### config.mk
export PLATFORM = sky130hd
export DESIGN_NAME = lsu_ctrl_flat
export DESIGN_NICKNAME = d
export VERILOG_FILES = /design/src/rtl/lsu_ctrl_pkg.sv /design/src/rtl/lsu_ctrl_if.sv /design/src/rtl/lsu_load_align.sv /design/src/rtl/lsu_ctrl.sv /design/src/flat_wrapper.sv
export SDC_FILE = /design/constraint.sdc
export NUM_CORES = 1
export LEC_CHECK = 0
export ABC_AREA = 1
export CORE_MARGIN = 2
export CORE_UTILIZATION = 60
export CTS_BUF_LIST = sky130_fd_sc_hd__clkbuf_8
export DETAILED_ROUTE_END_ITERATION = 7
export DONT_BUFFER_PORTS = 1
export GPL_ROUTABILITY_DRIVEN = 0
export PLACE_DENSITY = 0.86
export SLEW_MARGIN = 20
export SYNTH_ARGS = -nofsm -noshare
export SYNTH_HDL_FRONTEND = slang
export SYNTH_HIERARCHICAL = 1
export SYNTH_SLANG_ARGS = --single-unit
export TNS_END_PERCENT = 100
### constraint.sdc
create_clock -name iClk -period 1.55 [get_ports iClk]
set_input_delay 0.155 -clock iClk [delete_from_list [all_inputs] [get_ports iClk]]
set_output_delay 0.155 -clock iClk [all_outputs]
set_load 0.01 [all_outputs]
### src/rtl/lsu_ctrl_pkg.sv
// Shared types and helpers for the load/store sequencer: opcodes, FSM states,
// funct3 access-size codes and the byte-enable generator.
package lsu_ctrl_pkg;

  typedef enum logic [1:0] {
    eOpNone  = 2'd0,
    eOpLoad  = 2'd1,
    eOpStore = 2'd2
  } tOpcode;

  typedef enum logic [1:0] {
    IDLE    = 2'd0,
    REQ     = 2'd1,
    WAIT_RD = 2'd2,
    WB      = 2'd3
  } tLsuState;

  typedef logic [2:0] tMemSize;

  localparam tMemSize cF3Lb  = 3'b000;
  localparam tMemSize cF3Lh  = 3'b001;
  localparam tMemSize cF3Lw  = 3'b010;
  localparam tMemSize cF3Lbu = 3'b100;
  localparam tMemSize cF3Lhu = 3'b101;

  // size is funct3[1:0]: 00 byte, 01 halfword, otherwise word
  function automatic logic [3:0] fByteEn(input logic [1:0] size, input logic [1:0] addr_lsb);
    logic [3:0] be;
    case (size)
      2'b00:   be = 4'b0001 << addr_lsb;
      2'b01:   be = 4'b0011 << addr_lsb;
      default: be = 4'b1111;
    endcase
    return be;
  endfunction

endpackage

### src/rtl/lsu_ctrl_if.sv
// Issue-side, data-memory and write-back signals of lsu_ctrl bundled as one interface.
// oTimeout exists only when LSU_TIMEOUT_EN is defined.
interface lsu_ctrl_if
  import lsu_ctrl_pkg::*;
#(
  parameter int XLEN = 32
);

  logic            iValid;
  logic            oReady;
  tOpcode          iOpcode;
  tMemSize         iFunct3;
  logic [XLEN-1:0] iAddr;
  logic [XLEN-1:0] iStoreData;
  logic [4:0]      iRdAddr;

  logic            oMemReq;
  logic            iMemGnt;
  logic            oMemWe;
  logic [XLEN-1:0] oMemAddr;
  logic [3:0]      oMemBe;
  logic [XLEN-1:0] oMemWData;
  logic            iMemRValid;
  logic [XLEN-1:0] iMemRData;

  logic            oWbValid;
  logic [4:0]      oWbRdAddr;
  logic [XLEN-1:0] oWbData;
  logic            oMisalign;
  logic            oBusy;
`ifdef LSU_TIMEOUT_EN
  logic            oTimeout;
`endif

  modport slave (
    input  iValid, iOpcode, iFunct3, iAddr, iStoreData, iRdAddr,
    input  iMemGnt, iMemRValid, iMemRData,
    output oReady, oMemReq, oMemWe, oMemAddr, oMemBe, oMemWData,
    output oWbValid, oWbRdAddr, oWbData, oMisalign, oBusy
`ifdef LSU_TIMEOUT_EN
    , output oTimeout
`endif
  );

  modport master (
    output iValid, iOpcode, iFunct3, iAddr, iStoreData, iRdAddr,
    output iMemGnt, iMemRValid, iMemRData,
    input  oReady, oMemReq, oMemWe, oMemAddr, oMemBe, oMemWData,
    input  oWbValid, oWbRdAddr, oWbData, oMisalign, oBusy
`ifdef LSU_TIMEOUT_EN
    , input oTimeout
`endif
  );

endinterface

### src/rtl/lsu_load_align.sv
// Combinational load alignment: picks the byte/halfword lane addressed by the
// low address bits and sign- or zero-extends it to XLEN.
module lsu_load_align
  import lsu_ctrl_pkg::*;
#(
  parameter int XLEN = 32
) (
  input  logic [XLEN-1:0] iWord,
  input  tMemSize         iFunct3,
  input  logic [1:0]      iAddrLsb,
  output logic [XLEN-1:0] oData
);

  logic [7:0]  byte_sel;
  logic [15:0] half_sel;

  always_comb begin
    case (iAddrLsb)
      2'd0:    byte_sel = iWord[7:0];
      2'd1:    byte_sel = iWord[15:8];
      2'd2:    byte_sel = iWord[23:16];
      default: byte_sel = iWord[31:24];
    endcase
    half_sel = iAddrLsb[1] ? iWord[31:16] : iWord[15:0];

    case (iFunct3)
      cF3Lb:   oData = {{(XLEN-8){byte_sel[7]}}, byte_sel};
      cF3Lh:   oData = {{(XLEN-16){half_sel[15]}}, half_sel};
      cF3Lbu:  oData = {{(XLEN-8){1'b0}}, byte_sel};
      cF3Lhu:  oData = {{(XLEN-16){1'b0}}, half_sel};
      default: oData = iWord;
    endcase
  end

endmodule

### src/rtl/lsu_ctrl.sv
// Load/store sequencer: one memory op at a time over a req/gnt/rvalid port.
// Define LSU_TIMEOUT_EN to add the read-response watchdog and oTimeout.
//
// state   | meaning
// IDLE    | oReady high, waiting for a load/store
// REQ     | oMemReq held with stable address/be/data until iMemGnt
// WAIT_RD | load granted, waiting for iMemRValid
// WB      | one-cycle write-back pulse (suppressed for rd = 0)
module lsu_ctrl
  import lsu_ctrl_pkg::*;
#(
  parameter int XLEN = 32
`ifdef LSU_TIMEOUT_EN
  ,
  parameter int TIMEOUT_CYC = 64
`endif
) (
  input  logic       iClk,
  input  logic       iRst,
  lsu_ctrl_if.slave  bus
);

  tLsuState        state_q, state_d;
  logic            ready_q, ready_d;
  logic            mem_req_q, mem_req_d;
  logic            mem_we_q, mem_we_d;
  logic [XLEN-1:0] mem_addr_q, mem_addr_d;
  logic [3:0]      mem_be_q, mem_be_d;
  logic [XLEN-1:0] mem_wdata_q, mem_wdata_d;
  logic            wb_valid_q, wb_valid_d;
  logic [XLEN-1:0] wb_data_q, wb_data_d;
  logic            misalign_q, misalign_d;
  logic            is_load_q, is_load_d;
  tMemSize         funct3_q, funct3_d;
  logic [1:0]      lsb_q, lsb_d;
  logic [4:0]      rd_q, rd_d;

  logic            accept;
  logic            misaligned;
  logic [XLEN-1:0] store_lanes;
  logic [XLEN-1:0] load_data;

`ifdef LSU_TIMEOUT_EN
  localparam int TMO_W = (TIMEOUT_CYC > 256) ? $clog2(TIMEOUT_CYC) : 8;
  localparam logic [TMO_W-1:0] TMO_LOAD = TMO_W'(TIMEOUT_CYC - 1);
  logic [TMO_W-1:0] tmo_cnt_q, tmo_cnt_d;
  logic             timeout_q, timeout_d;
`endif

  assign accept = bus.iValid && ready_q &&
                  ((bus.iOpcode == eOpLoad) || (bus.iOpcode == eOpStore));

  // Unsupported sizes are reported the same way as misaligned ones
  always_comb begin
    case (bus.iFunct3)
      cF3Lb, cF3Lbu: misaligned = 1'b0;
      cF3Lh, cF3Lhu: misaligned = bus.iAddr[0];
      cF3Lw:         misaligned = |bus.iAddr[1:0];
      default:       misaligned = 1'b1;
    endcase

    case (bus.iFunct3[1:0])
      2'b00:   store_lanes = {4{bus.iStoreData[7:0]}};
      2'b01:   store_lanes = {2{bus.iStoreData[15:0]}};
      default: store_lanes = bus.iStoreData;
    endcase
  end

  lsu_load_align #(.XLEN(XLEN)) u_align (
    .iWord    (bus.iMemRData),
    .iFunct3  (funct3_q),
    .iAddrLsb (lsb_q),
    .oData    (load_data)
  );

  always_comb begin
    state_d     = state_q;
    mem_req_d   = mem_req_q;
    mem_we_d    = mem_we_q;
    mem_addr_d  = mem_addr_q;
    mem_be_d    = mem_be_q;
    mem_wdata_d = mem_wdata_q;
    wb_valid_d  = 1'b0;
    wb_data_d   = wb_data_q;
    misalign_d  = 1'b0;
    is_load_d   = is_load_q;
    funct3_d    = funct3_q;
    lsb_d       = lsb_q;
    rd_d        = rd_q;
`ifdef LSU_TIMEOUT_EN
    tmo_cnt_d   = tmo_cnt_q;
    timeout_d   = 1'b0;
`endif

    case (state_q)
      IDLE: begin
        if (accept) begin
          is_load_d = (bus.iOpcode == eOpLoad);
          funct3_d  = bus.iFunct3;
          lsb_d     = bus.iAddr[1:0];
          rd_d      = bus.iRdAddr;
          if (misaligned) begin
            misalign_d = 1'b1;
          end else begin
            state_d     = REQ;
            mem_req_d   = 1'b1;
            mem_we_d    = (bus.iOpcode == eOpStore);
            mem_addr_d  = {bus.iAddr[XLEN-1:2], 2'b00};
            mem_be_d    = fByteEn(bus.iFunct3[1:0], bus.iAddr[1:0]);
            mem_wdata_d = (bus.iOpcode == eOpStore) ? store_lanes : '0;
          end
        end
      end
      REQ: begin
        if (bus.iMemGnt) begin
          mem_req_d   = 1'b0;
          mem_we_d    = 1'b0;
          mem_addr_d  = '0;
          mem_be_d    = '0;
          mem_wdata_d = '0;
          state_d     = is_load_q ? WAIT_RD : IDLE;
`ifdef LSU_TIMEOUT_EN
          tmo_cnt_d   = TMO_LOAD;
`endif
        end
      end
      WAIT_RD: begin
        if (bus.iMemRValid) begin
          wb_data_d  = load_data;
          wb_valid_d = (rd_q != 5'd0);
          state_d    = WB;
        end
`ifdef LSU_TIMEOUT_EN
        else if (tmo_cnt_q == '0) begin
          timeout_d = 1'b1;
          state_d   = IDLE;
        end else begin
          tmo_cnt_d = tmo_cnt_q - 1'b1;
        end
`endif
      end
      WB: begin
        state_d = IDLE;
      end
      default: state_d = IDLE;
    endcase

    ready_d = (state_d == IDLE);
  end

  always_ff @(posedge iClk or negedge iRst) begin
    if (!iRst) begin
      state_q     <= IDLE;
      ready_q     <= 1'b0;
      mem_req_q   <= 1'b0;
      mem_we_q    <= 1'b0;
      mem_addr_q  <= '0;
      mem_be_q    <= '0;
      mem_wdata_q <= '0;
      wb_valid_q  <= 1'b0;
      wb_data_q   <= '0;
      misalign_q  <= 1'b0;
      is_load_q   <= 1'b0;
      funct3_q    <= '0;
      lsb_q       <= '0;
      rd_q        <= '0;
`ifdef LSU_TIMEOUT_EN
      tmo_cnt_q   <= '0;
      timeout_q   <= 1'b0;
`endif
    end else begin
      state_q     <= state_d;
      ready_q     <= ready_d;
      mem_req_q   <= mem_req_d;
      mem_we_q    <= mem_we_d;
      mem_addr_q  <= mem_addr_d;
      mem_be_q    <= mem_be_d;
      mem_wdata_q <= mem_wdata_d;
      wb_valid_q  <= wb_valid_d;
      wb_data_q   <= wb_data_d;
      misalign_q  <= misalign_d;
      is_load_q   <= is_load_d;
      funct3_q    <= funct3_d;
      lsb_q       <= lsb_d;
      rd_q        <= rd_d;
`ifdef LSU_TIMEOUT_EN
      tmo_cnt_q   <= tmo_cnt_d;
      timeout_q   <= timeout_d;
`endif
    end
  end

  assign bus.oReady    = ready_q;
  assign bus.oMemReq   = mem_req_q;
  assign bus.oMemWe    = mem_we_q;
  assign bus.oMemAddr  = mem_addr_q;
  assign bus.oMemBe    = mem_be_q;
  assign bus.oMemWData = mem_wdata_q;
  assign bus.oWbValid  = wb_valid_q;
  assign bus.oWbRdAddr = rd_q;
  assign bus.oWbData   = wb_data_q;
  assign bus.oMisalign = misalign_q;
  assign bus.oBusy     = (state_q != IDLE);
`ifdef LSU_TIMEOUT_EN
  assign bus.oTimeout  = timeout_q;
`endif

endmodule

### src/flat_wrapper.sv
// flat-port wrapper written by rule: the top's interface ports become plain ports
module lsu_ctrl_flat import lsu_ctrl_pkg::*;
#(
  parameter int XLEN = 32

)
  (iClk, iRst, bus_iValid, bus_iOpcode, bus_iFunct3, bus_iAddr, bus_iStoreData, bus_iRdAddr, bus_iMemGnt, bus_iMemRValid, bus_iMemRData, bus_oReady, bus_oMemReq, bus_oMemWe, bus_oMemAddr, bus_oMemBe, bus_oMemWData, bus_oWbValid, bus_oWbRdAddr, bus_oWbData, bus_oMisalign, bus_oBusy);
  lsu_ctrl_if #(.XLEN(XLEN)) bus_i ();
  input  logic iClk;
  input  logic iRst;
  input wire logic [$bits(bus_i.iValid)-1:0] bus_iValid;
  input wire logic [$bits(bus_i.iOpcode)-1:0] bus_iOpcode;
  input wire logic [$bits(bus_i.iFunct3)-1:0] bus_iFunct3;
  input wire logic [$bits(bus_i.iAddr)-1:0] bus_iAddr;
  input wire logic [$bits(bus_i.iStoreData)-1:0] bus_iStoreData;
  input wire logic [$bits(bus_i.iRdAddr)-1:0] bus_iRdAddr;
  input wire logic [$bits(bus_i.iMemGnt)-1:0] bus_iMemGnt;
  input wire logic [$bits(bus_i.iMemRValid)-1:0] bus_iMemRValid;
  input wire logic [$bits(bus_i.iMemRData)-1:0] bus_iMemRData;
  output wire logic [$bits(bus_i.oReady)-1:0] bus_oReady;
  output wire logic [$bits(bus_i.oMemReq)-1:0] bus_oMemReq;
  output wire logic [$bits(bus_i.oMemWe)-1:0] bus_oMemWe;
  output wire logic [$bits(bus_i.oMemAddr)-1:0] bus_oMemAddr;
  output wire logic [$bits(bus_i.oMemBe)-1:0] bus_oMemBe;
  output wire logic [$bits(bus_i.oMemWData)-1:0] bus_oMemWData;
  output wire logic [$bits(bus_i.oWbValid)-1:0] bus_oWbValid;
  output wire logic [$bits(bus_i.oWbRdAddr)-1:0] bus_oWbRdAddr;
  output wire logic [$bits(bus_i.oWbData)-1:0] bus_oWbData;
  output wire logic [$bits(bus_i.oMisalign)-1:0] bus_oMisalign;
  output wire logic [$bits(bus_i.oBusy)-1:0] bus_oBusy;
  assign bus_i.iValid = bus_iValid;
  assign bus_i.iOpcode = bus_iOpcode;
  assign bus_i.iFunct3 = bus_iFunct3;
  assign bus_i.iAddr = bus_iAddr;
  assign bus_i.iStoreData = bus_iStoreData;
  assign bus_i.iRdAddr = bus_iRdAddr;
  assign bus_i.iMemGnt = bus_iMemGnt;
  assign bus_i.iMemRValid = bus_iMemRValid;
  assign bus_i.iMemRData = bus_iMemRData;
  assign bus_oReady = bus_i.oReady;
  assign bus_oMemReq = bus_i.oMemReq;
  assign bus_oMemWe = bus_i.oMemWe;
  assign bus_oMemAddr = bus_i.oMemAddr;
  assign bus_oMemBe = bus_i.oMemBe;
  assign bus_oMemWData = bus_i.oMemWData;
  assign bus_oWbValid = bus_i.oWbValid;
  assign bus_oWbRdAddr = bus_i.oWbRdAddr;
  assign bus_oWbData = bus_i.oWbData;
  assign bus_oMisalign = bus_i.oMisalign;
  assign bus_oBusy = bus_i.oBusy;
  lsu_ctrl #(.XLEN(XLEN)) u_core (.iClk(iClk), .iRst(iRst), .bus(bus_i));
endmodule
==> results_dict.tcl <==
set metrics [dict create \
    die_area_mm2 0.0109 \
    power.internal_mw 7.69 \
    port_buffers 0 \
    power_frac_comb 0.362 \
    firstDrtPassIters 6 \
    drt_iter0_markers 527 \
    cpMaxStageDelayCell "dfrtp_2" \
    status "finished with violations" \
    setup_ws_ps 26.8 \
    clockPowerShare 0.196 \
    die_y_um 105 \
    power_density_mw_per_mm2 1920 \
    nets 918 \
    grt_first_pass_wirelength_um 27300 \
    ir_drop_mv 1.02 \
    grt_max_degree 117 \
    overflow 0 \
    period_share 0.983 \
    antenna_cells 0 \
    ctsHoldBuffers 50 \
    path_cells "inv_2, nand3_2, nand3_4, nand3_2, mux2_2" \
    timing.fmax_mhz 657 \
    clkSinkCount 116 \
    cts_tree "done" \
    finalSetupTns_ps 0 \
    coreArea_mm2 0.00977 \
    place_ws_ps -4.75 \
    path_common_cell "nand3_2" \
    ys_types 31 \
    syn_area_per_cell_um2 7.97 \
    instances_no_fill 951 \
    ant_nets 0 \
    hold_viol_final 116 \
    worstPathArrival_ps 1830 \
    power.net_switching_mw 5.98 \
    crit_path_max_fanout 12 \
    slew_violations 0 \
    path_class "register to register" \
    synth-seq-cells 116 \
    p_leak_nw 3.74 \
    violations "hold timing" \
    crit_required_ps 1850 \
    drt_wl_total_um 17300 \
    crit_path_end_kind "register" \
    cp-start-kind "register" \
    cap_violations 0 \
    pin_count 222 \
    die_w_um 105 \
    power.total_mw 13.7 \
    syn-cell-area_mm2 0.00607 \
    post_drt_wl_per_cell_um 18.2 \
    rows 36 \
    dp_hpwl_um 11100 \
    clock_skew_ps 8.34 \
    num_vias 5546 \
    hp-class "primary input to async pin" \
    grt.total_usage 0.314 \
    vias_per_cell 5.83 \
    area_growth_pct 17.5 \
    yosys_warnings 6 \
    swShare 0.437 \
    slowest_delay_ps 470 \
    numCtsBuffers 17 \
    clk_latency_ps 420 \
    grt_antenna_before_repair 0 \
    crit_family "simple AND/OR/NAND/NOR gates" \
    grt_pass1_vias 5555 \
    ys_seq_area_frac 0.479 \
    drive_above_1_share 0.158 \
    drcViolationCount 0 \
    clockBufferDepth 2 \
    rsz0062_at_grt "yes" \
    path_buf_inv 1 \
    r2r_setup_slack_ps 30 \
    place_inst 866 \
    htree_levels 4 \
    whs_ps -572 \
    setup_viol 0 \
    p_seq_frac 0.442 \
    synthCells 761 \
    cts.clk_slew.worst_paths_ps 70 \
    cts-root-buf "clkbuf_8" \
    fin_crit_ps 1520 \
    start_util 0.621 \
]
[cells in the final DEF (no fill, tap or decap)]
master and n:
a21oi_1 34, a21oi_2 3, a31o_2 1, a31oi_1 1, buf_12 6, buf_4 9
buf_6 3, bufinv_16 1, clkbuf_8 19, clkinv_1 2, clkinv_4 2, clkinvlp_4 9
conb_1 2, dfrtp_1 113, dfrtp_2 3, dlygate4sd3_1 50, ha_1 2, inv_1 45
inv_2 9, inv_4 1, inv_6 3, mux2_2 32, nand2_1 282, nand2_2 4
nand2_4 2, nand3_1 79, nand3_2 12, nand3_4 2, nand3b_4 2, nand4_1 8
nor2_1 43, nor2_2 2, nor2_4 2, nor3_1 9, nor3_4 1, o211ai_1 1
o21ai_0 18, o21ai_2 1
[sequential cells by signal, indices dropped and copies added (netlist names), 2 cells and up]
register and cells:
u_core/bus.oMemBe 4, u_core/bus.oWbData 32, u_core/funct3_q 3, u_core/state_q 2, u_core/lsb_q 2, u_core/bus.oMemAddr 30, u_core/bus.oWbRdAddr 5, u_core/bus.oMemWData 32
[worst register-to-register path, cell delays in order, from the launching register on]
cell	delay (ps)
dfrtp_2	470
inv_2	120
nand3_2	190
nand3_4	250
nand3_2	120
mux2_2	270
[cell usage after synthesis]
| cell | n | area, um^2 |
|---|---|---|
| mux2_2 | 32 | 360 |
| inv_1 | 46 | 173 |
| nand2_1 | 283 | 1060 |
| nor2_1 | 43 | 161 |
| inv_2 | 10 | 37.5 |
| buf_2 | 24 | 120 |
| a31oi_1 | 1 | 6.26 |
| nand2_2 | 3 | 18.8 |
| buf_1 | 1 | 3.75 |
| a21oi_2 | 3 | 26.3 |
| ha_1 | 2 | 25.0 |
| nor2_2 | 4 | 25.0 |
| a21oi_1 | 34 | 170 |
| buf_6 | 9 | 101 |
| o21ai_1 | 1 | 5.00 |
| nor3_4 | 1 | 16.3 |
| o211ai_1 | 1 | 7.51 |
| nand4_1 | 8 | 50.1 |
| nand2_4 | 2 | 22.5 |
| dfrtp_1 | 116 | 2900 |
| a31o_2 | 1 | 8.76 |
| clkbuf_1 | 8 | 30.0 |
| nand3_2 | 11 | 110 |
| conb_1 | 1 | 3.75 |
| nand3_1 | 80 | 400 |
| clkinv_1 | 2 | 7.51 |
| nand3_4 | 1 | 17.5 |
| buf_4 | 5 | 37.5 |
| nand3b_4 | 1 | 20.0 |
| o21ai_0 | 18 | 90.1 |
| nor3_1 | 9 | 45.0 |
[through the flow]
stage           util  instance area, um^2
6_report       0.729                 7130
5_1_grt        0.729                 7130
4_1_cts        0.721                 7050
3_5_place_dp   0.630                 6160
3_3_place_gp   0.630                 6160
2_1_floorplan      -                 6070
[timing repair]
action / in CTS / in global routing
pin swaps: 0 / 3
endpoints found under the setup margin: 5 / 40
cloned: 0 / 3
resized for setup: 1 / 15
endpoints found under the hold margin: 174 / 116
buffers inserted: 0 / 0
[layer usage]
metal / routed length [um] / global-route usage / share of wire
met5: 0 / 0 / 0
met4: 574 / 0.130 / 0.033
met3: 1790 / 0.107 / 0.10
met2: 8720 / 0.546 / 0.50
met1: 6250 / 0.352 / 0.36
[power groups by stage]
| stage | clock (mW) | sequential [mW] | combinational (mW) |
|---|---|---|---|
| finish | 2.68 | 6.05 | 4.94 |
| global route | 2.85 | 6.18 | 5.44 |
| CTS | 2.72 | 6.02 | 4.59 |
| detailed placement | 0 | 6.05 | 4.46 |
| global placement | 0 | 6.00 | 4.20 |
| floorplan | 0 | 5.64 | 3.71 |
[kinds of logic after synthesis]
group | share of synthesized area
AO/OA/AOI/OAI | 0.0518
AND/OR/NAND/NOR | 0.321
flip-flops | 0.479
other | 0.000618
adder cells (fa/ha/maj) | 0.00412
buffers and inverters | 0.0842
multiplexers | 0.0594
[final timing paths]
path / from / to / cells after the start
max reg2reg: u_core/lsb_q[1]$_DFFE_PN0P_ / u_core/bus.oWbData[29]$_DFFE_PN0P_ / 5
min: iRst / u_core/bus.oMemAddr[26]$_DFFE_PN0P_ / 0
min in group iClk: bus_iMemRData[21] / u_core/bus.oWbData[21]$_DFFE_PN0P_ / 3
max: u_core/lsb_q[1]$_DFFE_PN0P_ / u_core/bus.oWbData[29]$_DFFE_PN0P_ / 5
min reg2reg: u_core/is_load_q$_DFFE_PN0P_ / u_core/is_load_q$_DFFE_PN0P_ / 2
max in group asynchronous: iRst / u_core/funct3_q[0]$_DFFE_PN0P_ / 0
[area by class of cell]
type | instances | area [um^2]
sequential | 116 | 2910
multi-input combinational | 543 | 2720
fill | 729 | 2650
timing repair buffer | 68 | 722
clock buffer | 19 | 262
inverter | 58 | 224
tap | 133 | 166
clock inverter | 13 | 126
timing repair inverter | 1 | 7.51
Power figures use the tool's default switching activity.
